<file path="src/rtl/dp_ctrl_if.sv">
// Control bundle between the sequencer and the Phase-1 datapath / memory handshake.
// The sequencer uses the master modport and the datapath side uses the slave modport.
interface dp_ctrl_if #(
   parameter int unsigned W_ENABLE = 32
);
   logic                run;
   logic                mem_rdy;
   logic [31:0]         ir;
   logic [W_ENABLE-1:0] enable;
   logic [4:0]          busSelect;
   logic                MR_Read;
   logic                inc_pc;
   logic [3:0]          Control_Signals;
   logic                busy;
   logic                illegal;

   modport master (
      input  run, mem_rdy, ir,
      output enable, busSelect, MR_Read, inc_pc, Control_Signals, busy, illegal
   );

   modport slave (
      output run, mem_rdy, ir,
      input  enable, busSelect, MR_Read, inc_pc, Control_Signals, busy, illegal
   );
endinterface

</file>
<file path="src/rtl/dp_control_sequencer.sv">
// Moore sequencer stepping the datapath through fetch (T0-T2) and reg-reg ALU execute (T3-T5).
// Outputs decode from the present state and the live IR only; there is no private IR copy.
module dp_control_sequencer #(
   parameter int unsigned W_ENABLE = 32
) (
   input logic       clk,
   input logic       clr,
   dp_ctrl_if.master bus
);
   localparam int unsigned W_SEL = 5;
   localparam int unsigned W_OP  = 5;
   localparam int unsigned W_REG = 4;
   localparam int unsigned W_ALU = 4;

   localparam logic [W_SEL-1:0] SEL_NONE = W_SEL'(31);
   localparam logic [W_SEL-1:0] SEL_ZLO  = W_SEL'(19);
   localparam logic [W_SEL-1:0] SEL_PC   = W_SEL'(20);
   localparam logic [W_SEL-1:0] SEL_MDR  = W_SEL'(21);

   localparam int unsigned EN_PC  = 20;
   localparam int unsigned EN_MDR = 21;
   localparam int unsigned EN_IR  = 23;
   localparam int unsigned EN_Z   = 24;
   localparam int unsigned EN_MAR = 25;
   localparam int unsigned EN_Y   = 27;

   typedef enum logic [2:0] {
      S_IDLE, S_T0, S_T1, S_T2, S_T3, S_T4, S_T5, S_ILL
   } state_t;

   state_t state, state_nx;

   logic [W_OP-1:0]     opcode;
   logic [W_REG-1:0]    ra, rb, rc;
   logic                legal;
   logic [W_ALU-1:0]    alu_op;
   logic                ir_unused;

   logic [W_ENABLE-1:0] enable_c;
   logic [W_SEL-1:0]    sel_c;
   logic                mr_read_c;
   logic                inc_pc_c;
   logic [W_ALU-1:0]    alu_c;
   logic                busy_c;
   logic                illegal_c;

   assign opcode    = bus.ir[31:27];
   assign ra        = bus.ir[26:23];
   assign rb        = bus.ir[22:19];
   assign rc        = bus.ir[18:15];
   assign ir_unused = ^bus.ir[14:0];

   // Opcode to ALU operation; anything not listed traps.
   always_comb begin
      legal  = 1'b1;
      alu_op = '0;
      case (opcode)
         5'b00011: alu_op = W_ALU'(1);
         5'b00100: alu_op = W_ALU'(2);
         5'b00101: alu_op = W_ALU'(3);
         5'b00110: alu_op = W_ALU'(4);
         default:  legal  = 1'b0;
      endcase
   end

   always_ff @(posedge clk or posedge clr) begin
      if (clr) state <= S_IDLE;
      else     state <= state_nx;
   end

   // Next state and per-state control outputs.
   always_comb begin
      state_nx  = state;
      enable_c  = '0;
      sel_c     = SEL_NONE;
      mr_read_c = 1'b0;
      inc_pc_c  = 1'b0;
      alu_c     = '0;
      busy_c    = 1'b0;
      illegal_c = 1'b0;
      case (state)
         S_IDLE: if (bus.run) state_nx = S_T0;
         S_T0: begin
            busy_c           = 1'b1;
            sel_c            = SEL_PC;
            enable_c[EN_MAR] = 1'b1;
            enable_c[EN_PC]  = 1'b1;
            inc_pc_c         = 1'b1;
            state_nx         = S_T1;
         end
         S_T1: begin
            busy_c           = 1'b1;
            mr_read_c        = 1'b1;
            enable_c[EN_MDR] = 1'b1;
            if (bus.mem_rdy) state_nx = S_T2;
         end
         S_T2: begin
            busy_c          = 1'b1;
            sel_c           = SEL_MDR;
            enable_c[EN_IR] = 1'b1;
            state_nx        = S_T3;
         end
         S_T3: begin
            busy_c = 1'b1;
            if (legal) begin
               sel_c          = W_SEL'(rb);
               enable_c[EN_Y] = 1'b1;
               state_nx       = S_T4;
            end else begin
               state_nx = S_ILL;
            end
         end
         S_T4: begin
            busy_c         = 1'b1;
            sel_c          = W_SEL'(rc);
            enable_c[EN_Z] = 1'b1;
            alu_c          = alu_op;
            state_nx       = S_T5;
         end
         S_T5: begin
            busy_c   = 1'b1;
            sel_c    = SEL_ZLO;
            enable_c = W_ENABLE'(1) << ra;
            state_nx = bus.run ? S_T0 : S_IDLE;
         end
         S_ILL:   illegal_c = 1'b1;
         default: state_nx  = S_IDLE;
      endcase
   end

   assign bus.enable          = enable_c;
   assign bus.busSelect       = sel_c;
   assign bus.MR_Read         = mr_read_c;
   assign bus.inc_pc          = inc_pc_c;
   assign bus.Control_Signals = alu_c;
   assign bus.busy            = busy_c;
   assign bus.illegal         = illegal_c;
endmodule

</file>
<file path="src/flat_wrapper.sv">
// flat-port wrapper written by rule: the top's interface ports become plain ports
module dp_control_sequencer_flat 
#(
   parameter int unsigned W_ENABLE = 32
)
  (clk, clr, bus_run, bus_mem_rdy, bus_ir, bus_enable, bus_busSelect, bus_MR_Read, bus_inc_pc, bus_Control_Signals, bus_busy, bus_illegal);
  dp_ctrl_if #(.W_ENABLE(W_ENABLE)) bus_i ();
  input logic clk;
  input logic clr;
  input wire logic [$bits(bus_i.run)-1:0] bus_run;
  input wire logic [$bits(bus_i.mem_rdy)-1:0] bus_mem_rdy;
  input wire logic [$bits(bus_i.ir)-1:0] bus_ir;
  output wire logic [$bits(bus_i.enable)-1:0] bus_enable;
  output wire logic [$bits(bus_i.busSelect)-1:0] bus_busSelect;
  output wire logic [$bits(bus_i.MR_Read)-1:0] bus_MR_Read;
  output wire logic [$bits(bus_i.inc_pc)-1:0] bus_inc_pc;
  output wire logic [$bits(bus_i.Control_Signals)-1:0] bus_Control_Signals;
  output wire logic [$bits(bus_i.busy)-1:0] bus_busy;
  output wire logic [$bits(bus_i.illegal)-1:0] bus_illegal;
  assign bus_i.run = bus_run;
  assign bus_i.mem_rdy = bus_mem_rdy;
  assign bus_i.ir = bus_ir;
  assign bus_enable = bus_i.enable;
  assign bus_busSelect = bus_i.busSelect;
  assign bus_MR_Read = bus_i.MR_Read;
  assign bus_inc_pc = bus_i.inc_pc;
  assign bus_Control_Signals = bus_i.Control_Signals;
  assign bus_busy = bus_i.busy;
  assign bus_illegal = bus_i.illegal;
  dp_control_sequencer #(.W_ENABLE(W_ENABLE)) u_core (.clk(clk), .clr(clr), .bus(bus_i));
endmodule
</file>
<file path="config.mk">
export PLATFORM = sky130hd
export DESIGN_NAME = dp_control_sequencer_flat
export DESIGN_NICKNAME = d
export VERILOG_FILES = /design/src/rtl/dp_ctrl_if.sv /design/src/rtl/dp_control_sequencer.sv /design/src/flat_wrapper.sv
export SDC_FILE = /design/constraint.sdc
export NUM_CORES = 1
export LEC_CHECK = 0
export ABC_CLOCK_PERIOD_IN_PS = 1900
export CAP_MARGIN = 10
export CELL_PAD_IN_SITES_DETAIL_PLACEMENT = 1
export CELL_PAD_IN_SITES_GLOBAL_PLACEMENT = 1
export CORE_MARGIN = 1.5
export CORE_UTILIZATION = 18
export CTS_CLUSTER_SIZE = 25
export DETAILED_ROUTE_END_ITERATION = 8
export MAX_ROUTING_LAYER = met4
export PLACE_DENSITY = 0.87
export SYNTH_ARGS = -nofsm -noshare
export SYNTH_HDL_FRONTEND = slang
export SYNTH_SLANG_ARGS = --single-unit
</file>
<file path="constraint.sdc">
create_clock -name clk -period 1.9 [get_ports clk]
set_input_delay 0.285 -clock clk [delete_from_list [all_inputs] [get_ports clk]]
set_output_delay 0.285 -clock clk [all_outputs]
set_load 0.01 [all_outputs]
</file>
; ---- Word-level counts from Yosys, hierarchy flattened
; Cells that the tools add are included.
[word_totals]
regBits = 3
in_bits = 36
output_inout_bits = 45
word_cells = 45
[op_classes]
eq_ne = 13
shift = 1
muxes = 25
reduce_logical = 5
[op_table]
columns = op, count
row1 = left shift 1 x 4 -> 32 bit (first input constant), 1
row2 = case mux 5 bit (5 select lines), 1
row3 = case mux 3 bit (7 select lines), 1
row4 = 2-to-1 mux 20 bit, 1
row5 = == test 5 x 3 -> 1 bit (second input constant), 3
row6 = == test 3 bit (second input constant), 4
row7 = case mux 1 bit (2 select lines), 6
row8 = case mux 3 bit (4 select lines), 1
row9 = 2-to-1 mux 1 bit, 9
row10 = 2-to-1 mux 3 bit, 3
row11 = nonzero test 7 bit, 1
row12 = == test 3 x 2 -> 1 bit (second input constant), 2
row13 = OR reduction 6 bit, 1
row14 = == test 5 x 2 -> 1 bit (second input constant), 1
row15 = 2-to-1 mux 5 bit, 1
row16 = 2-to-1 mux 4 bit, 1
row17 = inequality test 2 bit (second input constant), 2
row18 = OR reduction 4 bit, 1
row19 = == test 3 x 1 -> 1 bit (second input constant), 1
row20 = zero test 3 bit, 1
row21 = AND reduction 3 bit, 1
row22 = 2-to-1 mux 2 bit, 1

; ---- Longest topological paths before layout
; Gate-level depths: netlist of the first run.
[logic_depth]
ltp_word = 5
depth_mapped = 5
ltp_nobuf = 3

; ---- Worst setup path before layout of the first run
; No wires, ideal clock.
[synth_path]
path_type = register -> output
startpoint = reg u_core.state[1]
endpoint = out bus_Control_Signals[2]
arrival_ns = 1.184
required_time_ns = 1.615
slack_ns = 0.431
stages_incl_launch_ff = 5
path_buffers = 1
path_cell_list = dfrtp_1 buf_6 and3b_1 nand3_1 nor3b_2
[synth_via]
elab_chain_len = 2
[synth_lines]
columns = item, line_no
row1 = start: declaration, dp_control_sequencer.sv:31  ; state_t state, state_nx;
row2 = start signal: assignment, dp_control_sequencer.sv:68  ; else state <= state_nx;
row3 = == test 3 bit, dp_control_sequencer.sv:81  ; case (state)
row4 = 2-to-1 mux 3 bit, dp_control_sequencer.sv:81
row5 = end: declaration, flat_wrapper.sv:17  ; output wire logic [$bits(bus_i.Control_Signals)-1:0] bus_Control_Signals;
; No other way between the ends.

; ---- Final worst setup path of the first run
[layout_path]
startpoint = reg u_core.state[2]
endpoint = out bus_enable[24]
[layout_via]
elab_chain_len = 2
word_cells_on_any_way = 3
cone_classes = eq/ne (2) / mux (1)
[layout_lines]
columns = item, line_no
row1 = == test 3 bit, dp_control_sequencer.sv:81
row2 = case mux 1 bit (2 select lines) *, dp_control_sequencer.sv:81
row3 = end: declaration, flat_wrapper.sv:13  ; output wire logic [$bits(bus_i.enable)-1:0] bus_enable;
; Mark *: on every way between the ends. The rest lies on a longest branch, timed or not.

==> metrics, run 1 <==
All-Layer GR Usage 13.2%; CTS Buf Count 3; number of setup violations in the final report 0; cell class contributing the biggest share of worst-path delay buffers and inverters; worst-case vdd ir drop 0.505 mV; number of distinct library cells after synthesis 38; CTS H-tree depth 1; minimum setup slack after placement -0.363 ns; final count of pins violating max slew 0; die height 65.2 um; Largest register FFs 3; cell taking the most area after synthesis buf_4; Top FF cell, synth dfrtp_1; min-delay worst type in2async; TritonCTS clock tree done; kind of end point of the critical path primary output; total power draw 1.38 mW; worst setup margin around 0.035 ns; share of post-route cells with drive strength above 1 39.4%; Critical Path Fanout Max 6; syn_area_per_cell 7.41 um2; slowest stage cell, crit path clkdlybuf4s50_1; Gate Count Post-Synth between 90 and 100; biggest registers after layout u_core.state: 3 flops; top-level port count 81; Final HPWL DP 2110 um; Post-layout nets 207; delay of the slowest cell on the worst path 0.48 ns; number of rows in the core area 22; Antenna diodes 0; reported net switching power 0.601 mW; total number of clock tree sinks 3; clock network latency to the later pin of the worst-skew pair 0.22 ns; switching part of the total power 43.7%; most flop-heavy register u_core.state; Combinational Power Share between 70% and 80%; Die X-Extent 65.2 um; most frequent cells after synthesis 18 x nor2_1, 14 x buf_4, 6 x nand2_1, 6 x nand2b_1; filler cell count 479; initial antenna violation count 0; number of buffers added on ports 54; Post-synth EDFFs 0; category of the worst setup path launch point flop; average vias per placed instance 4.22; number of detailed-route iterations in the first pass 4; share of total power in the clock network about 13%; type of the worst setup path reg2out; cell mode on critical path buf_4; total via count after detailed routing 921; GRT overflow 0; wire length of the first global-routing pass 4280 um; most frequent cell after synthesis nor2_1; Tmin final 1.86 ns; Finished Core Util between 30% and 40%; per-cell routed wire length 12.1 um; vias in the first global route 944; synthesized flop and latch total 3; critical path cell sequence buf_4 -> and3b_1 -> buf_4 -> clkdlybuf4s50_1; routed wire length 2630 um; Power Dens Cells 965 nW/um2; area of the core region 3690 um2; clock skew after layout roughly 0.000038 ns; Syn-to-layout area delta 104%; CP bufs+invs 3; start point of the critical path u_core.state[2]; residual antenna-violating net count after detailed routing 0; sequential group share of total power between 10% and 20%; final number of hold-violating endpoints 0; data arrival time of the critical path between 1.5 and 2 ns; initial standard-cell utilization of the core 18.9%; synth warn 0; part of the cycle the worst path needs 98.1%; reg-to-reg startpoint u_core.state[1]; violation count after the first detailed-route iteration 25; proportion of synthesized chip area in sequential cells a little over a tenth; area enclosed by the die boundary 4250 um2; Lkg Pwr about 0.71 nW; post-synthesis instance area 697 um2; Cell Int Power approximately 0.77 mW; # Max-Cap Violations 0; Max clock buf depth 2; share of flip-flops with an asynchronous set or reset 100%; CTS root buffer clkbuf_8; setup_tns 0 ns; Max Freq 0.536 GHz; DRC violation count after routing 0; outcome complete, no violations; top area cells in the synthesized netlist buf_4 15%, dfrtp_1 11%, nor2_1 9.7%; global placement routability congestion between 0.7 and 0.8; clock edge transition at the registers on the reported setup and hold paths 0.03 ns; post-synth top area share 15.1%; Critical Path RT 1.62 ns; largest net degree at the start of global routing 13
-- final timing paths --
kind                                   endpoint  slack [ns]  cells after the start
worst min-delay path            u_core.state[0]        0.24                      2
worst max register to register  u_core.state[1]        0.73                      3
min in group clk                u_core.state[0]        0.66                      2
worst max-delay path             bus_enable[24]        0.04                      4
max in group asynchronous       u_core.state[1]        1.51                      2
worst min register to register  u_core.state[0]        0.66                      2
-- metrics by stage --
stage / instances / cell area [um2] / hold slack, ns
2_1_floorplan: 104 / 734 / 0.0386
3_3_place_gp: 209 / 1360 / 0.463
3_5_place_dp: 209 / 1360 / 0.479
4_1_cts: 217 / 1420 / 0.247
5_1_grt: 218 / 1430 / 0.249
6_report: 218 / 1430 / 0.242
-- cell type report --
class / count / area, um2 / share of cell area (%)
Tap cell: 48 / 60.1 / 4.21
Inverter: 4 / 15.0 / 1.05
Timing Repair Buffer: 80 / 651 / 45.7
Multi-Input combinational cell: 79 / 577 / 40.5
Sequential cell: 3 / 77.6 / 5.44
Clock buffer: 4 / 45.0 / 3.16
-- placed cells by master, fill, tap and decap left out, types with 3 or more instances in the layout --
cell,count
buf_4,25
dlygate4sd2_1,20
clkdlybuf4s50_1,18
nor2_1,15
conb_1,11
clkbuf_2,11
nand2_1,6
nand2b_1,5
nor3_2,5
inv_1,4
nor2_2,3
clkbuf_8,3
-- power groups by stage --
| stage | logic [mW] | registers [mW] | clock network, mW |
|---|---|---|---|
| floorplan | 0.584 | 0.126 | 0 |
| global route | 1.14 | 0.161 | 0.197 |
| detailed placement | 1.04 | 0.157 | 0 |
| finish | 1.04 | 0.154 | 0.185 |
| CTS | 1.00 | 0.154 | 0.188 |
| global placement | 1.02 | 0.155 | 0 |
-- per-layer routing --
layer	wire length [um]	up-vias	global-route usage, %
li1	-	458	-
met4	33	0	4.69
met3	215	5	2.05
met1	983	414	13.9
met2	1400	44	24.7
met5	0	-	-
-- repair_timing --
action / CTS / global route
cloned: 0 / 0
setup buffers: 4 / 1
pin swaps: 2 / 1
setup endpoints to repair: 33 / 19
hold buffers: 0 / 0
resized for setup: 50 / 33
-- cells by family after synthesis --
family / count (synthesis) / synth area share (%)
simple gates: 51 / 47.6
mux: 1 / 1.62
buf+inv: 22 / 21.0
flops: 3 / 10.8
xor+xnor: 1 / 1.26
compound gates: 15 / 17.2
other cells: 1 / 0.538
(Power assumes the default switching activity.)
==> run 2: changes to the inputs <==
--- a/config.mk
+++ b/config.mk
@@ -5,7 +5,7 @@
 export SDC_FILE = /design/constraint.sdc
 export NUM_CORES = 1
 export LEC_CHECK = 0
-export ABC_CLOCK_PERIOD_IN_PS = 1900
+export ABC_CLOCK_PERIOD_IN_PS = 2200
 export CAP_MARGIN = 10
 export CELL_PAD_IN_SITES_DETAIL_PLACEMENT = 1
 export CELL_PAD_IN_SITES_GLOBAL_PLACEMENT = 1
==> constraint.sdc (replaced) <==
create_clock -name clk -period 2.2 [get_ports clk]
set_input_delay 0.33 -clock clk [delete_from_list [all_inputs] [get_ports clk]]
set_output_delay 0.33 -clock clk [all_outputs]
set_load 0.01 [all_outputs]
==> metrics, run 2 (synthesis gave the netlist of run 1 again) <==
outcome complete, no violations (unchanged); placed cell areas 1310 um2 (was 1360 um2); All-Layer GR Usage 11.0% (was 13.2%); setup_tns 0 ns (unchanged); cell class contributing the biggest share of worst-path delay buffers and inverters (unchanged); residual antenna-violating net count after detailed routing 0 (unchanged); average vias per placed instance 4.20 (was 4.22); wire length of the first global-routing pass 3770 um (was 4280 um); M2 GR Usage 19.1% (was 24.7%); part of the cycle the worst path needs a little over nine tenths; Syn-to-layout area delta 100% (was 104%); Critical Path RT 1.87 ns (was 1.62 ns); number of rows in the core area 22 (unchanged); M1 GR Usage 13.8% (was 13.9%); share of post-route cells with drive strength above 1 22.2% (was 39.4%); most flop-heavy register u_core.state (unchanged); CTS Buf Count 3 (unchanged); category of the worst setup path launch point primary input (was flop); critical path cell sequence clkdlybuf4s50_1 -> nand3b_1 -> a2111oi_4 -> o311ai_1 -> dlygate4sd2_1 (was buf_4 -> and3b_1 -> buf_4 -> clkdlybuf4s50_1); biggest registers after layout u_core.state: 3 flops (unchanged); global placement routability congestion 0.752 (was 0.766); # Max-Cap Violations 0 (unchanged); filler cell count 447 (was 479); Final HPWL DP 1920 um (was 2110 um); GRT overflow 0 (unchanged); Critical Path Fanout Max 3 (was 6); violation count after the first detailed-route iteration 9 (was 25); data arrival time of the critical path 1.83 ns (was 1.58 ns); Largest register FFs 3 (unchanged); minimum setup slack after placement -0.212 ns (was -0.363 ns); Hold-fix buffers, CTS 0 (unchanged); Tmin final about 2.2 ns; Antenna diodes 0 (unchanged); number of buffers added on ports 54 (unchanged); Post-layout nets 195 (was 207); final count of pins violating max slew 0 (unchanged); initial antenna violation count 0 (unchanged); setup repair after global routing missed its margin yes; area of all placed cells without fillers 1390 um2 (was 1430 um2); total via count after detailed routing 866 (was 921); CTS root buffer clkbuf_8 (unchanged); clock edge transition at the registers on the reported setup and hold paths 0.03 ns (about the same); routed wire length 2310 um (was 2630 um); kind of end point of the critical path primary output (unchanged); area of the core region 3690 um2 (unchanged); die height 65.2 um (unchanged); CP bufs+invs 2 (was 3); slowest stage cell, crit path clkdlybuf4s50_1 (unchanged); vias in the first global route 838 (was 944); type of the worst setup path in2out (was reg2out); Hold WS 0.298 ns (was 0.242 ns); area of combinational cells with multiple inputs 528 um2 (was 577 um2); Max clock buf depth 2 (unchanged); leading cell type in the layout, fill and taps excluded clkdlybuf4s50_1 (was buf_4); TritonCTS clock tree done (unchanged); Die X-Extent 65.2 um (unchanged); top-level port count 81 (unchanged); total power draw 1.06 mW (was 1.38 mW); leading cell types in the layout, fill and taps excluded 33 x clkdlybuf4s50_1, 17 x nor2_1, 14 x buf_4 (was 25 x buf_4, 20 x dlygate4sd2_1, 18 x clkdlybuf4s50_1); min-delay worst type in2async (unchanged); number of detailed-route iterations in the first pass 2 (was 4); DRC violation count after routing 0 (unchanged); global-route track usage on met3 2.23% (was 2.05%); worst-case vdd ir drop 0.423 mV (was 0.505 mV); delay of the slowest cell on the worst path 0.43 ns (was 0.48 ns); area enclosed by the die boundary 4250 um2 (unchanged); Max Freq 0.463 GHz; CTS H-tree depth 1 (unchanged); largest net degree at the start of global routing 15 (was 13); final number of hold-violating endpoints 0 (unchanged); storage element area 77.6 um2 (unchanged); initial standard-cell utilization of the core 18.9% (unchanged); number of setup violations in the final report 0 (unchanged); Power Dens Cells 762 nW/um2 (was 965 nW/um2); clock skew after layout 0.000550 ns (was 0.0000384 ns); clock network latency to the later pin of the worst-skew pair 0.21 ns (was 0.22 ns); GRT Max-Usage Layer met2 (unchanged); per-cell routed wire length 11.2 um (was 12.1 um); total number of clock tree sinks 3 (unchanged); Lkg Pwr 0.793 nW (was 0.712 nW); worst setup margin 0.0411 ns (was 0.0352 ns)
-- run 2: final timing paths --
path,start,end,slack (ns),cells after the start
min in group clk,u_core.state[0],u_core.state[0],0.72,2
max in group asynchronous,clr,u_core.state[2],1.76,2
min reg2reg,u_core.state[0],u_core.state[0],0.72,2
max reg2reg,u_core.state[1],u_core.state[0],0.80,4
max,bus_ir[29],bus_busSelect[2],0.04,5
min,clr,u_core.state[0],0.30,2
-- run 2: routing by layer --
layer,vias to the layer above,share of wire [%],wire length (um)
met5,-,0,0
met4,0,0,0
met3,0,8.7,200
met2,41,50,1140
met1,393,42,962
li1,432,-,-
-- run 2: per-stage QoR --
stage | utilization, % | instances
after floorplan | - | 104
after global routing | 37.8 | 206
after CTS | 36.5 | 206
after detailed placement | 35.5 | 202
final | 37.8 | 206
after global placement | 35.5 | 202
-- run 2: timing repair --
item / CTS / global route
buffers inserted: 0 / 0
resized for setup: 10 / 15
pin swaps: 1 / 2
setup endpoints to repair: 12 / 15
-- run 2: cell type report --
type,instances,share of cell area [%]
Inverter,4,1.08
Tap cell,48,4.31
Multi-Input combinational cell,79,37.9
Sequential cell,3,5.57
Timing Repair Buffer,68,47.9
Clock buffer,4,3.23
-- run 2: power by group --
part,switching (mW),internal (mW)
registers,0.0664,0.0883
logic,0.357,0.395
clock network,0.0327,0.123
total,0.456,0.607
